$ cat src/rtl/fetch_burst.sv
// Instruction-fetch unit: single-line prefetch buffer refilled by one AXI4 read burst of LINE_WORDS words.
// Latency: hit or misaligned pc -> done one cycle after pcread; miss -> done the cycle after the rlast beat.
// Backpressure: arvalid is held until arready, rready is high for the whole burst; optional FETCH_CRITICAL_WORD_FIRST_EN.
module fetch_burst #(
    parameter int ADDR_W     = 29,
    parameter int LINE_WORDS = 8,
    parameter int AXI_ID     = 0
) (
    input  logic              clk,
    input  logic              rstn,
    input  logic              enable,
    input  logic [31:0]       pc,
    input  logic              flush,
    output logic              pcread,
    output logic              done,
    output logic [31:0]       command,
    output logic              err,
    output logic [ADDR_W-1:0] araddr,
    output logic [1:0]        arburst,
    output logic [3:0]        arcache,
    output logic [3:0]        arid,
    output logic [7:0]        arlen,
    output logic              arlock,
    output logic [2:0]        arprot,
    output logic [3:0]        arqos,
    input  logic              arready,
    output logic [2:0]        arsize,
    output logic              arvalid,
    input  logic [31:0]       rdata,
    input  logic [3:0]        rid,
    input  logic              rlast,
    output logic              rready,
    input  logic [1:0]        rresp,
    input  logic              rvalid
);
    localparam int LB    = $clog2(LINE_WORDS);
    localparam int TAG_W = 30 - LB;

    typedef enum logic [1:0] {IDLE, ADDR, DATA, DRAIN} state_t;

    state_t            state;
    state_t            state_nxt;
    logic              line_vld;
    logic [TAG_W-1:0]  line_tag;
    logic [31:0]       line_buf [LINE_WORDS];
    logic [LB-1:0]     idx_q;
    logic [LB-1:0]     cnt;
    logic [LB-1:0]     wr_idx;
    logic              err_stk;
    logic              flush_pend;

    logic              accept;
    logic              misaligned;
    logic              hit;
    logic              ar_hs;
    logic              r_hs;
    logic              beat_err;
    logic              line_ok;
    logic [TAG_W-1:0]  pc_tag;
    logic [LB-1:0]     pc_idx;
    logic [ADDR_W-1:0] ar_start;
    logic              unused_rid;

    // rid carries no information with a single outstanding burst
    assign unused_rid = ^rid;

    assign pc_tag     = pc[31:LB+2];
    assign pc_idx     = pc[LB+1:2];
    assign accept     = (state == IDLE) && enable;
    assign pcread     = accept && rstn;
    assign misaligned = (pc[1:0] != 2'b00);
    assign hit        = line_vld && !flush && (line_tag == pc_tag);
    assign ar_hs      = arvalid && arready;
    assign r_hs       = rvalid && rready;
    assign beat_err   = (rresp != 2'b00);
    // a refill only becomes usable if no beat errored and nobody flushed meanwhile
    assign line_ok    = !err_stk && !beat_err && !flush_pend && !flush;

`ifdef FETCH_CRITICAL_WORD_FIRST_EN
    assign ar_start = ADDR_W'({pc[31:2], 2'b00});
    assign arburst  = 2'b10;
    assign wr_idx   = idx_q + cnt;
`else
    assign ar_start = ADDR_W'({pc_tag, {(LB+2){1'b0}}});
    assign arburst  = 2'b01;
    assign wr_idx   = cnt;
`endif

    assign arcache = 4'b0011;
    assign arid    = 4'(AXI_ID);
    assign arlen   = 8'(LINE_WORDS - 1);
    assign arlock  = 1'b0;
    assign arprot  = 3'b000;
    assign arqos   = 4'b0000;
    assign arsize  = 3'b010;

    // state register
    always_ff @(posedge clk or negedge rstn) begin
        if (!rstn) state <= IDLE;
        else       state <= state_nxt;
    end

    // next-state: a miss walks ADDR -> DATA (-> DRAIN) -> IDLE, rlast ends the burst
    always_comb begin
        state_nxt = state;
        case (state)
            IDLE: begin
                if (accept && !misaligned && !hit) state_nxt = ADDR;
            end
            ADDR: begin
                if (ar_hs) state_nxt = DATA;
            end
            DATA: begin
`ifdef FETCH_CRITICAL_WORD_FIRST_EN
                if (r_hs) state_nxt = rlast ? IDLE : DRAIN;
`else
                if (r_hs && rlast) state_nxt = IDLE;
`endif
            end
            DRAIN: begin
`ifdef FETCH_CRITICAL_WORD_FIRST_EN
                if (r_hs && rlast) state_nxt = IDLE;
`else
                state_nxt = IDLE;
`endif
            end
            default: state_nxt = IDLE;
        endcase
    end

    // line storage, written once per accepted read beat
    always_ff @(posedge clk) begin
        if (r_hs && (state == DATA || state == DRAIN)) line_buf[wr_idx] <= rdata;
    end

    // request handling, AXI control and core-side response registers
    always_ff @(posedge clk or negedge rstn) begin
        if (!rstn) begin
            done       <= 1'b0;
            err        <= 1'b0;
            command    <= 32'h0;
            araddr     <= '0;
            arvalid    <= 1'b0;
            rready     <= 1'b0;
            line_vld   <= 1'b0;
            line_tag   <= '0;
            idx_q      <= '0;
            cnt        <= '0;
            err_stk    <= 1'b0;
            flush_pend <= 1'b0;
        end else begin
            done <= 1'b0;
            case (state)
                IDLE: begin
                    if (flush) line_vld <= 1'b0;
                    if (accept) begin
                        idx_q <= pc_idx;
                        if (misaligned) begin
                            done <= 1'b1;
                            err  <= 1'b1;
                        end else if (hit) begin
                            done    <= 1'b1;
                            err     <= 1'b0;
                            command <= line_buf[pc_idx];
                        end else begin
                            // the line is overwritten from here on, so it is invalid until refilled
                            araddr     <= ar_start;
                            arvalid    <= 1'b1;
                            line_vld   <= 1'b0;
                            line_tag   <= pc_tag;
                            cnt        <= '0;
                            err_stk    <= 1'b0;
                            flush_pend <= 1'b0;
                        end
                    end
                end
                ADDR: begin
                    if (flush) flush_pend <= 1'b1;
                    if (ar_hs) begin
                        arvalid <= 1'b0;
                        rready  <= 1'b1;
                    end
                end
                DATA, DRAIN: begin
                    if (flush) flush_pend <= 1'b1;
                    if (r_hs) begin
                        cnt <= cnt + 1'b1;
                        if (beat_err) err_stk <= 1'b1;
`ifdef FETCH_CRITICAL_WORD_FIRST_EN
                        // the first beat is the requested word: answer the core right away
                        if (state == DATA) begin
                            done    <= 1'b1;
                            err     <= beat_err;
                            command <= rdata;
                        end
                        if (rlast) begin
                            rready   <= 1'b0;
                            cnt      <= '0;
                            line_vld <= line_ok;
                        end
`else
                        if (rlast) begin
                            rready   <= 1'b0;
                            cnt      <= '0;
                            line_vld <= line_ok;
                            done     <= 1'b1;
                            err      <= err_stk | beat_err;
                            // the requested word may be arriving on this very beat
                            command  <= (cnt == idx_q) ? rdata : line_buf[idx_q];
                        end
`endif
                    end
                end
                default: ;
            endcase
        end
    end
endmodule

$ cat config.mk
export PLATFORM = sky130hd
export DESIGN_NAME = fetch_burst
export DESIGN_NICKNAME = d
export VERILOG_FILES = /design/src/rtl/fetch_burst.sv
export SDC_FILE = /design/constraint.sdc
export NUM_CORES = 1
export LEC_CHECK = 0
export ABC_AREA = 0
export ABC_CLOCK_PERIOD_IN_PS = 8500
export BUFFER_PORTS_ARGS = -buffer_cell sky130_fd_sc_hd__buf_2
export CAP_MARGIN = 10
export CORE_MARGIN = 4
export CORE_UTILIZATION = 39
export CTS_CLUSTER_DIAMETER = 100
export CTS_CLUSTER_SIZE = 12
export DETAILED_ROUTE_END_ITERATION = 7
export MAX_ROUTING_LAYER = met4
export PLACE_DENSITY_LB_ADDON = 0.3
export SLEW_MARGIN = 10
export SYNTH_ARGS = -nofsm -noshare
export SYNTH_HDL_FRONTEND = slang
export SYNTH_SLANG_ARGS = --single-unit
$ cat constraint.sdc
create_clock -name clk -period 8.5 [get_ports clk]
set_clock_uncertainty 0.15 [all_clocks]
set_input_delay 1.7 -clock clk [delete_from_list [all_inputs] [get_ports clk]]
set_output_delay 1.7 -clock clk [all_outputs]
set_load 0.02 [all_outputs]
=== Word level (Yosys, flattened, before mapping) ===
Memories as Yosys holds them, arrays and structs flattened.
Index checks and enable logic that the tools add are counted.

* Input port bits: 77
* Bits in writable memories: 256
* Output and inout port bits: 95
* Register bits: 98
* Logic and storage cells: 129
* Memories: 1

{| class="wikitable"
|+ Memories
! memory !! words !! bits a word !! read ports !! clocked after memory_dff !! wr ports !! line !! RTL
|-
| line_buf || 8 || 32 || 2 || 0 || 1 || 45 || <nowiki>logic [31:0] line_buf [LINE_WORDS];</nowiki>
|}

* Bitwise logic cells: 3
* Add/subtract/negate cells: 1
* Reductions and logical operators: 39
* Eq/ne operators: 17
* Multiplexer cells: 55

{| class="wikitable"
|+ Operator list
! operator !! count
|-
| 32-bit two-way mux || 6
|-
| 32-bit one-hot mux with 2 select lines || 1
|-
| 1-bit two-way mux || 31
|-
| 27-bit == test || 1
|-
| 2-bit != test (second input constant) || 9
|-
| 3-bit two-way mux || 5
|-
| 5-bit AND reduction || 3
|-
| 1-bit one-hot mux with 2 select lines || 7
|-
| 1-bit logical AND || 13
|-
| 4-bit AND reduction || 3
|-
| 6-bit AND reduction || 2
|-
| 2-bit nonzero test || 5
|-
| 2-bit one-hot mux with 4 select lines || 1
|-
| 1-bit logical NOT || 6
|-
| 2-bit two-way mux || 3
|-
| 3-bit one-hot mux with 2 select lines || 1
|-
| 3-bit AND reduction || 2
|-
| 2-bit == test (second input constant) || 2
|-
| 2-bit by 1-bit != test with 1-bit output (second input constant) || 2
|-
| 3-bit by 1-bit adder with 3-bit output (second input constant) || 1
|-
| 3-bit == test || 1
|-
| 3-bit != test (second input constant) || 1
|-
| 3-bit OR reduction || 1
|-
| 2-bit by 1-bit == test with 1-bit output (second input constant) || 1
|-
| other kinds (6) || 7
|}

=== Longest topological paths before layout ===
* Depth in word-level cells: 8
* Mapped depth: 10
* Mapped depth without buffers: 6

=== Worst setup path before layout ===
OpenSTA, ideal clock, no wires.

* Path type: input to register
* From: in rvalid
* To: mem line_buf[0][0] (enable)
* Required time: 7.889 ns
* Arrival: 4.257 ns
* Library setup time: 0.461 ns
* Stages: 3
* Slack: 3.632 ns
* Path buffers: 0
* Cells stage by stage: and3_1 nand2b_1 nor3_1

* Longest elaborated chain between the ends: 4

{| class="wikitable"
|+ Ends and longest elaborated chain
! element !! line !! RTL
|-
| from (decl) || 34 || <nowiki>input logic rvalid</nowiki>
|-
| 1-bit logical AND || 74 || <nowiki>assign r_hs = rvalid && rready;</nowiki>
|-
| 1-bit logical AND || 133 || <nowiki>if (r_hs && (state == DATA || state == DRAIN)) line_buf[wr_idx] <= rdata;</nowiki>
|-
| 1-bit two-way mux || 133 ||
|-
| 1-bit two-way mux (implied by the code) || 133 ||
|-
| to (decl) || 45 ||
|}

Every way passes these cells.

=== Worst setup path after layout ===
* From: in pc[12]
* To: reg command[8]

* Longest elaborated chain between the ends: 4

{| class="wikitable"
|+ Ends and longest elaborated chain
! element !! line !! RTL
|-
| from (decl) || 12 || <nowiki>input logic [31:0] pc,</nowiki>
|-
| 27-bit == test || 72 || <nowiki>assign hit = line_vld && !flush && (line_tag == pc_tag);</nowiki>
|-
| 1-bit logical AND || 72 ||
|-
| 2-bit != test (no line) || - ||
|-
| 6-bit AND reduction (no line) || - ||
|-
| to (signal assigned) || 164 || <nowiki>command <= line_buf[pc_idx];</nowiki>
|-
| to (signal assigned) || 209 || <nowiki>command <= (cnt == idx_q) ? rdata : line_buf[idx_q];</nowiki>
|-
| to (decl) || 16 || <nowiki>output logic [31:0] command,</nowiki>
|}

Every way passes these cells.
A chain may end at the register's enable or synchronous reset.

==> flow_summary_export.csv <==
group,metric,value,unit
global_route,grt_pass1_vias,9095,
floorplanning,rows,72,
sta,setup_viol,0,
synthesis,synth_top_area_cell,"edfxtp_1",
worst_setup_path,regToRegSetupSlack,4.88,ns
sta,rsz0062_at_grt,"false",
layout,post-route-util,44.4,%
power_and_ir_drop,total_leakage_power,6.02,nW
route,vias,8877,
worst_setup_path,critPathCaptureType,"register",
route,postRouteAntennaNets,0,
layout,nets,1090,
power_and_ir_drop,ir_drop,162,uV
synthesis,synth_seq_cells,330,
clocking,cts_root_buf,"clkbuf_16",
synthesis,synth_edf_count,256,
sta,finalHoldViolCount,0,
synthesis,netlist_area,15600,sq um
layout,nFillCells,3426,
clocking,cts_tree,"built",
synthesis,synth.top_cell.area_share,49.3,%
sta,fmax,0.224,GHz
route,routed_wl,37800,um
sta,worst_pin_slew,1.09,ns
floorplanning,die_area,43300,sq um
synthesis,avgSynthCellArea,17.0,sq um
layout,drive_above_1_share,36.6,%
global_route,antenna_found_initial,5,
worst_setup_path,cp_max_fo,32,
hold_path,holdPathEnd,"command[17]",
power_and_ir_drop,pwr_density_cell,284,nW/um^2
placed_design,place_congestion,0.781,
hold_path,hold_path.class,"register to register",
sta,period_share,52.5,%
layout,final_common_cell,"edfxtp_1",
route,vias_per_cell,5.69,
clocking,cts_setup_buffers,0,
floorplanning,core,39100,sq um
clocking,clkTransAtPathRegs,0.07,ns
power_and_ir_drop,power,0.00493,W
worst_setup_path,crit_start,"pc[12]",
global_route,grt_max_degree,69,
worst_setup_path,r2r_cells,6,
clocking,cts.htree.levels,1,
layout,area_growth,11.4,%
synthesis,yosysSeqAreaShare,61.2,%
clocking,holdBufCountCts,0,
placed_design,dp_hpwl,20800,um
route,drt-wirelength-per-cell,24.2,um
layout,layout_common_cells,"256 x edfxtp_1, 131 x buf_2, 121 x mux4_2",
sta,relSlewSlack,27.6,%
floorplanning,start_util,39.9,%
route,drc,0,
clocking,cts.sinks,330,
worst_setup_path,critical_path.startpoint_type,"input pin",
route,drtPass1Iterations,5,
sta,tns,0,ns
worst_setup_path,worstReg2RegEnd,"command[8]",
synthesis,ys_types,48,
clocking,cts_max_path_buffers,3,
sta,period_minus_slack,4.46,ns
floorplanning,die_height,208,um
clocking,insertion_delay,0.60,ns
global_route,grt_usage,17.7,%
outcome,outcome,"complete, no violations",
sta,report.final.slew_viol_count,0,
hold_path,min_from,"command[17]",
route,drtIter0Drc,774,
placed_design,io_buffers,133,
floorplanning,die_x,208,um
synthesis,netlist_instances,916,
clocking,ctsResizeCount,0,
clocking,cts_buffers,31,
global_route,overflow,0,
worst_setup_path,cp.required,8.82,ns
global_route,grt_pass1_wl,57600,um
worst_setup_path,worstSetupPathType,"input pin to register",
synthesis,synthFlopType,"edfxtp_1",
hold_path,worstHoldPathCells,1,
job,maxCapViolations,0,
worst_setup_path,r2r-start,"line_tag[7]",
worst_setup_path,arrival,4.78,ns
floorplanning,ios,172,
synthesis,async_reset_ff_share,22.4,%
synthesis,synth.area.top_cells,"edfxtp_1 49%, mux4_2 17%, dfrtp_1 12%",
synthesis,yosys_warnings,0,
-- routing by layer --
metal	vias up	wire [um]	global-route usage (%)
met5	-	0	-
met2	396	18400	27.9
met1	4595	15800	24.3
met3	55	2760	3.25
met4	0	866	4.05
li1	3831	-	-
-- per-stage QoR --
| step | setup slack, ns | hold slack (ns) | cells | instance area, sq um |
|---|---|---|---|---|
| after floorplan | 3.63 | 0.338 | 948 | 15700 |
| after global placement | 3.41 | 0.335 | 1497 | 16500 |
| after detailed placement | 3.33 | 0.337 | 1497 | 16500 |
| after CTS | 3.94 | 0.359 | 1554 | 17400 |
| after global routing | 3.83 | 0.369 | 1559 | 17400 |
| final | 4.04 | 0.356 | 1559 | 17400 |
-- registers in the layout (all words and copies together) (netlist names) --
name	flops
line_buf	256
command	32
line_tag	27
cnt	3
idx_q	3
state	2
arvalid	1
done	1
err	1
err_stk	1
flush_pend	1
line_vld	1
rready	1
-- worst max path at each step --
| stage | slack [ns] | endpoint | depth (start not counted) |
|---|---|---|---|
| 2_1_floorplan | 3.63 | line_buf[0][0] | 3 |
| 3_3_place_gp | 3.41 | command[8] | 7 |
| 3_5_place_dp | 3.33 | command[8] | 7 |
| 4_1_cts | 3.94 | command[8] | 7 |
| 5_1_grt | 3.83 | command[8] | 7 |
| 6_report | 4.04 | command[8] | 7 |
-- cells in the mapped netlist (all sizes together), types with 3 or more instances --
master,number
edfxtp,256
mux4,126
buf,97
dfrtp,74
o22ai,64
mux2,53
nand2,38
nor3,38
a22o,32
xnor2,27
clkbuf,24
nand2b,17
nor2,13
nand4,7
o21ai,6
nand3,5
nor2b,5
mux2i,4
a31oi,3
inv,3
xor2,3
-- critical path, cell delays in order --
cell and delay [ns]:
buf_2 0.11, xnor2_1 0.19, nand4_1 0.18, nor4_2 0.50, a31o_2 0.85, nand2b_2 0.73, mux2_2 0.49
-- cells by family (layout without fill, tap and decap cells) --
logic type               after synthesis  count (layout)  synth area share (%)
AO/OA/AOI/OAI                        116             116                  5.30
XOR/XNOR                              30              30                  1.68
adder cells (fa/ha/maj)                1               1                0.0802
buffers and inverters                124             212                  5.15
flip-flops                           330             330                  61.2
multiplexers                         183             183                  22.4
other                                  2              39                0.0481
AND/OR/NAND/NOR                      130             130                  4.16
-- final cells by class --
cell class / instances / area [sq um] / area share, %
flip-flops and latches: 330 / 9550 / 54.9
multi-input cells: 494 / 5450 / 31.4
clock buffers: 55 / 866 / 4.98
repair buffers: 152 / 813 / 4.68
well taps: 518 / 648 / 3.73
clock inverters: 2 / 27.5 / 0.158
diodes: 5 / 12.5 / 0.0720
inverters: 3 / 11.3 / 0.0648
-- report_power, final --
group	leakage [nW]	internal [W]	switching [W]
Sequential	3.21	0.00193	0.000163
Combinational	2.39	0.000741	0.000821
Clock	0.420	0.000686	0.000589
(Power assumes the default switching activity.)
